$ cat src/rtl/frame_scheduler_if.sv
// Handshake bundle between the frame scheduler and its environment
// (VGA timing, update clients, status consumers).
interface frame_scheduler_if #(
    parameter int N_CLIENTS = 4
);
    logic                 new_frame;
    logic                 enable;
    logic [N_CLIENTS-1:0] client_en;
    logic [N_CLIENTS-1:0] done;
    logic                 clear_err;
    logic [N_CLIENTS-1:0] start;
    logic                 busy;
    logic                 frame_done;
    logic [15:0]          frame_count;
    logic                 overrun;
    logic [N_CLIENTS-1:0] timeout_err;

    // Scheduler side
    modport master (
        input  new_frame, enable, client_en, done, clear_err,
        output start, busy, frame_done, frame_count, overrun, timeout_err
    );

    // Environment side
    modport slave (
        output new_frame, enable, client_en, done, clear_err,
        input  start, busy, frame_done, frame_count, overrun, timeout_err
    );
endinterface

$ cat src/rtl/frame_scheduler.sv
// Per-frame update sequencer: on each accepted new_frame, grants the update
// window to each enabled client in index order, one start pulse per client,
// until the client reports done or its watchdog expires.
module frame_scheduler #(
    parameter int N_CLIENTS = 4,
    parameter int TIMEOUT   = 4096
) (
    input  logic              clk,
    input  logic              rst_n,
    frame_scheduler_if.master bus
);
    localparam int IW = (N_CLIENTS > 1) ? $clog2(N_CLIENTS) : 1;
    localparam int CW = $clog2(TIMEOUT);
    localparam logic [CW-1:0]        CNT_LAST = CW'(TIMEOUT - 1);
    localparam logic [N_CLIENTS-1:0] ONE      = N_CLIENTS'(1);

    typedef enum logic [1:0] {IDLE, START, WAIT} state_t;

    state_t               state;
    logic [N_CLIENTS-1:0] en_q;
    logic [IW-1:0]        idx;
    logic [CW-1:0]        cnt;

    logic                 first_found;
    logic [IW-1:0]        first_idx;
    logic                 next_found;
    logic [IW-1:0]        next_idx;
    logic                 cur_done;
    logic                 expired;
    logic                 slot_end;
    logic                 ov_set;
    logic [N_CLIENTS-1:0] to_set;

    // Lowest enabled client in the incoming mask (first client of a frame).
    always_comb begin
        first_found = 1'b0;
        first_idx   = '0;
        for (int unsigned i = N_CLIENTS; i > 0; i--) begin
            if (bus.client_en[i-1]) begin
                first_found = 1'b1;
                first_idx   = IW'(i - 1);
            end
        end
    end

    // Lowest latched client strictly above the current one (next slot owner).
    always_comb begin
        next_found = 1'b0;
        next_idx   = '0;
        for (int unsigned i = N_CLIENTS; i > 0; i--) begin
            if (en_q[i-1] && ((i - 1) > 32'(idx))) begin
                next_found = 1'b1;
                next_idx   = IW'(i - 1);
            end
        end
    end

    // Slot termination and sticky-flag set conditions.
    always_comb begin
        cur_done = (state == WAIT) && bus.done[idx];
        expired  = (state == WAIT) && (cnt == CNT_LAST);
        slot_end = cur_done || expired;
        ov_set   = bus.new_frame && (state != IDLE);
        to_set   = (expired && !cur_done) ? (ONE << idx) : '0;
    end

    // Sequencer FSM with registered outputs and sticky error flags.
    always_ff @(posedge clk) begin
        if (!rst_n) begin
            state           <= IDLE;
            en_q            <= '0;
            idx             <= '0;
            cnt             <= '0;
            bus.start       <= '0;
            bus.busy        <= 1'b0;
            bus.frame_done  <= 1'b0;
            bus.frame_count <= '0;
            bus.overrun     <= 1'b0;
            bus.timeout_err <= '0;
        end else begin
            bus.start      <= '0;
            bus.frame_done <= 1'b0;

            // A set event in the same cycle as clear_err keeps the flag high.
            if (ov_set)
                bus.overrun <= 1'b1;
            else if (bus.clear_err)
                bus.overrun <= 1'b0;
            bus.timeout_err <= (bus.timeout_err & ~{N_CLIENTS{bus.clear_err}}) | to_set;

            case (state)
                IDLE: begin
                    if (bus.new_frame && bus.enable) begin
                        en_q <= bus.client_en;
                        if (first_found) begin
                            state     <= START;
                            idx       <= first_idx;
                            bus.start <= ONE << first_idx;
                            bus.busy  <= 1'b1;
                        end else begin
                            bus.frame_done  <= 1'b1;
                            bus.frame_count <= bus.frame_count + 16'd1;
                        end
                    end
                end
                START: begin
                    state <= WAIT;
                    cnt   <= '0;
                end
                WAIT: begin
                    if (slot_end) begin
                        if (next_found) begin
                            state     <= START;
                            idx       <= next_idx;
                            bus.start <= ONE << next_idx;
                        end else begin
                            state           <= IDLE;
                            bus.busy        <= 1'b0;
                            bus.frame_done  <= 1'b1;
                            bus.frame_count <= bus.frame_count + 16'd1;
                        end
                    end else begin
                        cnt <= cnt + 1'b1;
                    end
                end
                default: state <= IDLE;
            endcase
        end
    end
endmodule
$ cat src/flat_wrapper.sv
// flat-port wrapper written by rule: the top's interface ports become plain ports
module frame_scheduler_flat 
#(
    parameter int N_CLIENTS = 4,
    parameter int TIMEOUT   = 4096
)
  (clk, rst_n, bus_new_frame, bus_enable, bus_client_en, bus_done, bus_clear_err, bus_start, bus_busy, bus_frame_done, bus_frame_count, bus_overrun, bus_timeout_err);
  frame_scheduler_if #(.N_CLIENTS(N_CLIENTS)) bus_i ();
  input  logic clk;
  input  logic rst_n;
  input wire logic [$bits(bus_i.new_frame)-1:0] bus_new_frame;
  input wire logic [$bits(bus_i.enable)-1:0] bus_enable;
  input wire logic [$bits(bus_i.client_en)-1:0] bus_client_en;
  input wire logic [$bits(bus_i.done)-1:0] bus_done;
  input wire logic [$bits(bus_i.clear_err)-1:0] bus_clear_err;
  output wire logic [$bits(bus_i.start)-1:0] bus_start;
  output wire logic [$bits(bus_i.busy)-1:0] bus_busy;
  output wire logic [$bits(bus_i.frame_done)-1:0] bus_frame_done;
  output wire logic [$bits(bus_i.frame_count)-1:0] bus_frame_count;
  output wire logic [$bits(bus_i.overrun)-1:0] bus_overrun;
  output wire logic [$bits(bus_i.timeout_err)-1:0] bus_timeout_err;
  assign bus_i.new_frame = bus_new_frame;
  assign bus_i.enable = bus_enable;
  assign bus_i.client_en = bus_client_en;
  assign bus_i.done = bus_done;
  assign bus_i.clear_err = bus_clear_err;
  assign bus_start = bus_i.start;
  assign bus_busy = bus_i.busy;
  assign bus_frame_done = bus_i.frame_done;
  assign bus_frame_count = bus_i.frame_count;
  assign bus_overrun = bus_i.overrun;
  assign bus_timeout_err = bus_i.timeout_err;
  frame_scheduler #(.N_CLIENTS(N_CLIENTS), .TIMEOUT(TIMEOUT)) u_core (.clk(clk), .rst_n(rst_n), .bus(bus_i));
endmodule
$ cat config.mk
export PLATFORM = sky130hd
export DESIGN_NAME = frame_scheduler_flat
export DESIGN_NICKNAME = d
export VERILOG_FILES = /design/src/rtl/frame_scheduler_if.sv /design/src/rtl/frame_scheduler.sv /design/src/flat_wrapper.sv
export SDC_FILE = /design/constraint.sdc
export NUM_CORES = 1
export LEC_CHECK = 0
export CAP_MARGIN = 40
export CORE_MARGIN = 2
export CORE_UTILIZATION = 30
export CTS_BUF_LIST = sky130_fd_sc_hd__clkbuf_4
export CTS_CLUSTER_DIAMETER = 100
export CTS_CLUSTER_SIZE = 30
export DETAILED_ROUTE_END_ITERATION = 8
export GPL_ROUTABILITY_DRIVEN = 1
export PLACE_DENSITY = 0.52
export SYNTH_ARGS = -nofsm -noshare
export SYNTH_HDL_FRONTEND = slang
export SYNTH_SLANG_ARGS = --single-unit
$ cat constraint.sdc
create_clock -name clk -period 5.9 [get_ports clk]
set_input_delay 1.77 -clock clk [delete_from_list [all_inputs] [get_ports clk]]
set_output_delay 1.77 -clock clk [all_outputs]
set_load 0.05 [all_outputs]
==> summary.md <==
### STA
* **Max Clock Freq** 265 MHz
* **Final Hold Violating Endpoints** 0
* **post-route worst setup slack** 2130 ps
* **tightest slew margin relative to the limit** 54.2%
* **Least-Margin Pin Slew** 687 ps
* **final worst path period need** 3770 ps
* **final slew viol count** 0
* **Final Skew** 9.08 ps
* **RSZ-0062 raised after global routing** no
* **TNS Setup** 0 ps
* **crit share post-route** 63.9%
* **final setup violation count** 0

### Detailed routing
* **via count of the routed design** 2312
* **Wirelength per Cell** 13.9 µm
* **detailed router's first-iteration violation count** 136
* **Vias per Instance** 5.23
* **count of unresolved DRC violations after routing** 0
* **first drt pass iteration count** 4
* **final antenna-violating net count** 0
* **wire length after detailed routing** 6.15 mm

### Floorplanning
* **num rows** 33
* **horizontal die dimension** 95.1 µm
* **Top-Level Pins** 40
* **core region area** 0.00813 mm²
* **starting density of the core** 30.6%
* **die boundary height** 95.1 µm
* **die area** 0.00904 mm²

### Power
* **Power per Cell Area** 179 mW/mm²
* **static power due to leakage** 0.971 nW
* **post-layout power** 0.541 mW
* **IR drop worst, VDD** 0.0666 mV

### Logic synthesis
* **count of synthesis-stage warnings from yosys** 0
* **number of synthesized register bits** 46
* **post-synth net total** 319
* **post-synthesis share of cell area spent on and, or, nand and nor gates** 34.4%
* **most instantiated library cell after synthesis** sky130_fd_sc_hd__dfxtp_1
* **share of the synthesized area in compound gates (AO/OA/AOI/OAI)** 13.4%
* **per-instance average area after synthesis** 8.19 µm²
* **XOR/XNOR Fraction of Synth Area** 1.41%
* **post-synthesis mux area share** 8.59%
* **dominant cell type by area after synthesis** sky130_fd_sc_hd__dfxtp_1
* **share of flip-flops with an asynchronous set or reset** 0%
* **leading cell types by total area after synthesis** sky130_fd_sc_hd__dfxtp_1 37%, sky130_fd_sc_hd__mux2i_1 7.2%, sky130_fd_sc_hd__nand2b_1 6.3%, sky130_fd_sc_hd__nand2_1 5.6%, sky130_fd_sc_hd__nand3_1 3.8%
* **number of synthesized flops with an enable pin** 0
* **post-synth cell types** 46
* **dominant combinational cell family by area after synthesis** simple AND/OR/NAND/NOR gates
* **cell count after synthesis** 304
* **fraction of the mapped netlist area in adder cells** 1.01%
* **portion of synthesized cell area occupied by the leading cell type** 37.0%
* **post-synthesis sequential area ratio** 37.0%
* **dominant register cell in the synthesized netlist** sky130_fd_sc_hd__dfxtp_1
* **area of the mapped netlist** 0.00249 mm²
* **most common library cells after synthesis** 46 x sky130_fd_sc_hd__dfxtp_1, 37 x sky130_fd_sc_hd__nand2_1, 25 x sky130_fd_sc_hd__nand2b_1, 24 x sky130_fd_sc_hd__nor2_1, 19 x sky130_fd_sc_hd__nand3_1

### Clocking
* **number of H-tree levels** 2
* **CTS tree** done
* **Hold-fix buffers, CTS** 0
* **insertion delay to the later sink of the worst-skew pair** 350 ps
* **Worst-path clk slew** 140 ps
* **number of buffers added for setup after CTS** 0
* **total clock buffers created by CTS** 5
* **Resized Gates After CTS** 0
* **deepest clock path buffer count** 2
* **CTS Sinks** 46
* **buffer type at the clock tree root** sky130_fd_sc_hd__clkbuf_4

### Finish
* **layout cells sized above 1** 5.34%
* **Syn-to-layout area delta** 21.2%
* **share of the core filled with cells** 37.1%
* **total area of multi-input combinational cells** 0.00146 mm²
* **number of antenna repair diodes** 0
* **post-layout net count** 351
* **number of fill cells in the layout** 851
* **combined flip-flop and latch cell area** 921 µm²

### Worst setup path
* **CP endpoint kind** register
* **kind of launch point of the worst setup path** input port
* **CP max stage delay** 590 ps
* **CP top delay family** buffers and inverters
* **critical-path cell with the highest stage delay** sky130_fd_sc_hd__and2_1
* **Crit Path Class** input port to register
* **CP Max Fanout** 19
* **critical path data required time** 6160 ps
* **count of buffer and inverter cells on the critical path** 2
* **ordered cell list for the critical path** clkdlybuf4s50_1, mux4_2, a31oi_1, buf_4, and2_1, o311ai_0, o41ai_1
* **data arrival time of the worst path** 4040 ps

### Placement
* **DP Worst Slack** 1810 ps
* **post-DP HPWL** 4.26 mm
* **count of input and output buffers** 39
* **weighted congestion reported at the end of routability-driven placement** 0.777

### Hold path
* **worst hold path type** register to register

### Global route
* **GRT Util Overall** 14.2%
* **total congestion overflow after global routing** 0
* **global-route wire length before repair** 10.3 mm
* **initial antenna violation count** 0
* **maximum number of pins on one net before global-route repair** 37
* **number of global-route vias before repair** 2130

### Flow run
* **maxcap violations** 0

### Run status
* **outcome** finished clean

## power breakdown
part           switching, mW  leakage, nW  total [mW]  internal, mW
clock network          0.103       0.0331       0.153        0.0497
registers            0.00429        0.372       0.319         0.315
logic                 0.0427        0.567      0.0690        0.0263
total                  0.150        0.971       0.541         0.391
## area by class of cell
| type | count | share of cell area (%) |
|---|---|---|
| clock buffer | 6 | 1.49 |
| sequential | 46 | 30.5 |
| clock inverter | 2 | 0.290 |
| timing repair buffer | 44 | 14.4 |
| multi-input combinational | 235 | 48.5 |
| inverter | 4 | 0.498 |
| tap | 105 | 4.36 |
## cell families after synthesis
family	count (synthesis)
and+or+nand+nor	162
AOI/OAI and AO/OA	47
DFF	46
buffers and inverters	23
muxes	20
xor gates and xnor gates	4
adders and majority gates	2
## state kept, by name (all words and copies together), names as in the netlist
register and cells:
u_core.bus.busy 1, u_core.bus.frame_count 16, u_core.en_q 3, u_core.bus.timeout_err 4
u_core.bus.frame_done 1, u_core.bus.overrun 1, u_core.state 2, u_core.cnt 12
u_core.bus.start 4, u_core.idx 2
## layout by cell type (no fill, tap or decap), types with 3 or more instances in the layout
| master | n |
|---|---|
| sky130_fd_sc_hd__o311ai_0 | 5 |
| sky130_fd_sc_hd__nor2b_1 | 8 |
| sky130_fd_sc_hd__buf_4 | 3 |
| sky130_fd_sc_hd__inv_1 | 3 |
| sky130_fd_sc_hd__nor4_1 | 14 |
| sky130_fd_sc_hd__mux2i_1 | 18 |
| sky130_fd_sc_hd__and2_1 | 3 |
| sky130_fd_sc_hd__nand4_1 | 6 |
| sky130_fd_sc_hd__or4_1 | 3 |
| sky130_fd_sc_hd__nand2_1 | 37 |
| sky130_fd_sc_hd__nor2_1 | 24 |
| sky130_fd_sc_hd__clkdlybuf4s50_1 | 39 |
| sky130_fd_sc_hd__xnor2_1 | 3 |
| sky130_fd_sc_hd__dfxtp_1 | 46 |
| sky130_fd_sc_hd__clkbuf_4 | 6 |
| sky130_fd_sc_hd__o21a_1 | 3 |
| sky130_fd_sc_hd__nand3_1 | 19 |
| sky130_fd_sc_hd__and3_1 | 5 |
| sky130_fd_sc_hd__a32oi_1 | 4 |
| sky130_fd_sc_hd__nand2b_1 | 25 |
| sky130_fd_sc_hd__o41ai_1 | 4 |
| sky130_fd_sc_hd__a21oi_1 | 11 |
| sky130_fd_sc_hd__nor3_1 | 6 |
| sky130_fd_sc_hd__o21ai_0 | 7 |
| sky130_fd_sc_hd__a31oi_1 | 5 |
## final timing paths
kind	to	start	cells past startpoint	slack, ps
worst max-delay path	u_core.bus.frame_count[8]$_SDFFE_PN0P_	bus_done[3]	7	2130
worst min-delay path	u_core.bus.timeout_err[1]$_SDFF_PN0_	u_core.bus.timeout_err[1]$_SDFF_PN0_	2	480
worst max register to register	u_core.bus.frame_count[8]$_SDFFE_PN0P_	u_core.idx[0]$_SDFFE_PN0P_	6	3320
worst min register to register	u_core.bus.timeout_err[1]$_SDFF_PN0_	u_core.bus.timeout_err[1]$_SDFF_PN0_	2	480
## tightest hold or removal path, stage by stage, from the launching register on
cell and delay (ps):
sky130_fd_sc_hd__dfxtp_1 340, sky130_fd_sc_hd__nand2b_1 60, sky130_fd_sc_hd__a21oi_1 50
## stage by stage
| step | instance area (µm²) | instances | hold slack (ps) |
|---|---|---|---|
| finish | 3020 | 442 | 477 |
| floorplan | 2490 | 304 | 476 |
| detailed placement | 2960 | 434 | 459 |
| CTS | 3020 | 442 | 481 |
| global placement | 2940 | 432 | 456 |
| global route | 3020 | 442 | 498 |
## routing by layer
metal | vias to the layer above | share of wire, % | global-route usage (%)
met4 | 0 | 0.47 | 4.23
met1 | 1096 | 49 | 19.8
met5 | - | 0 | 0
met3 | 2 | 3.7 | 2.61
met2 | 48 | 47 | 22.4
li1 | 1166 | - | -
Note: power is estimated with default switching activity, not from simulation.
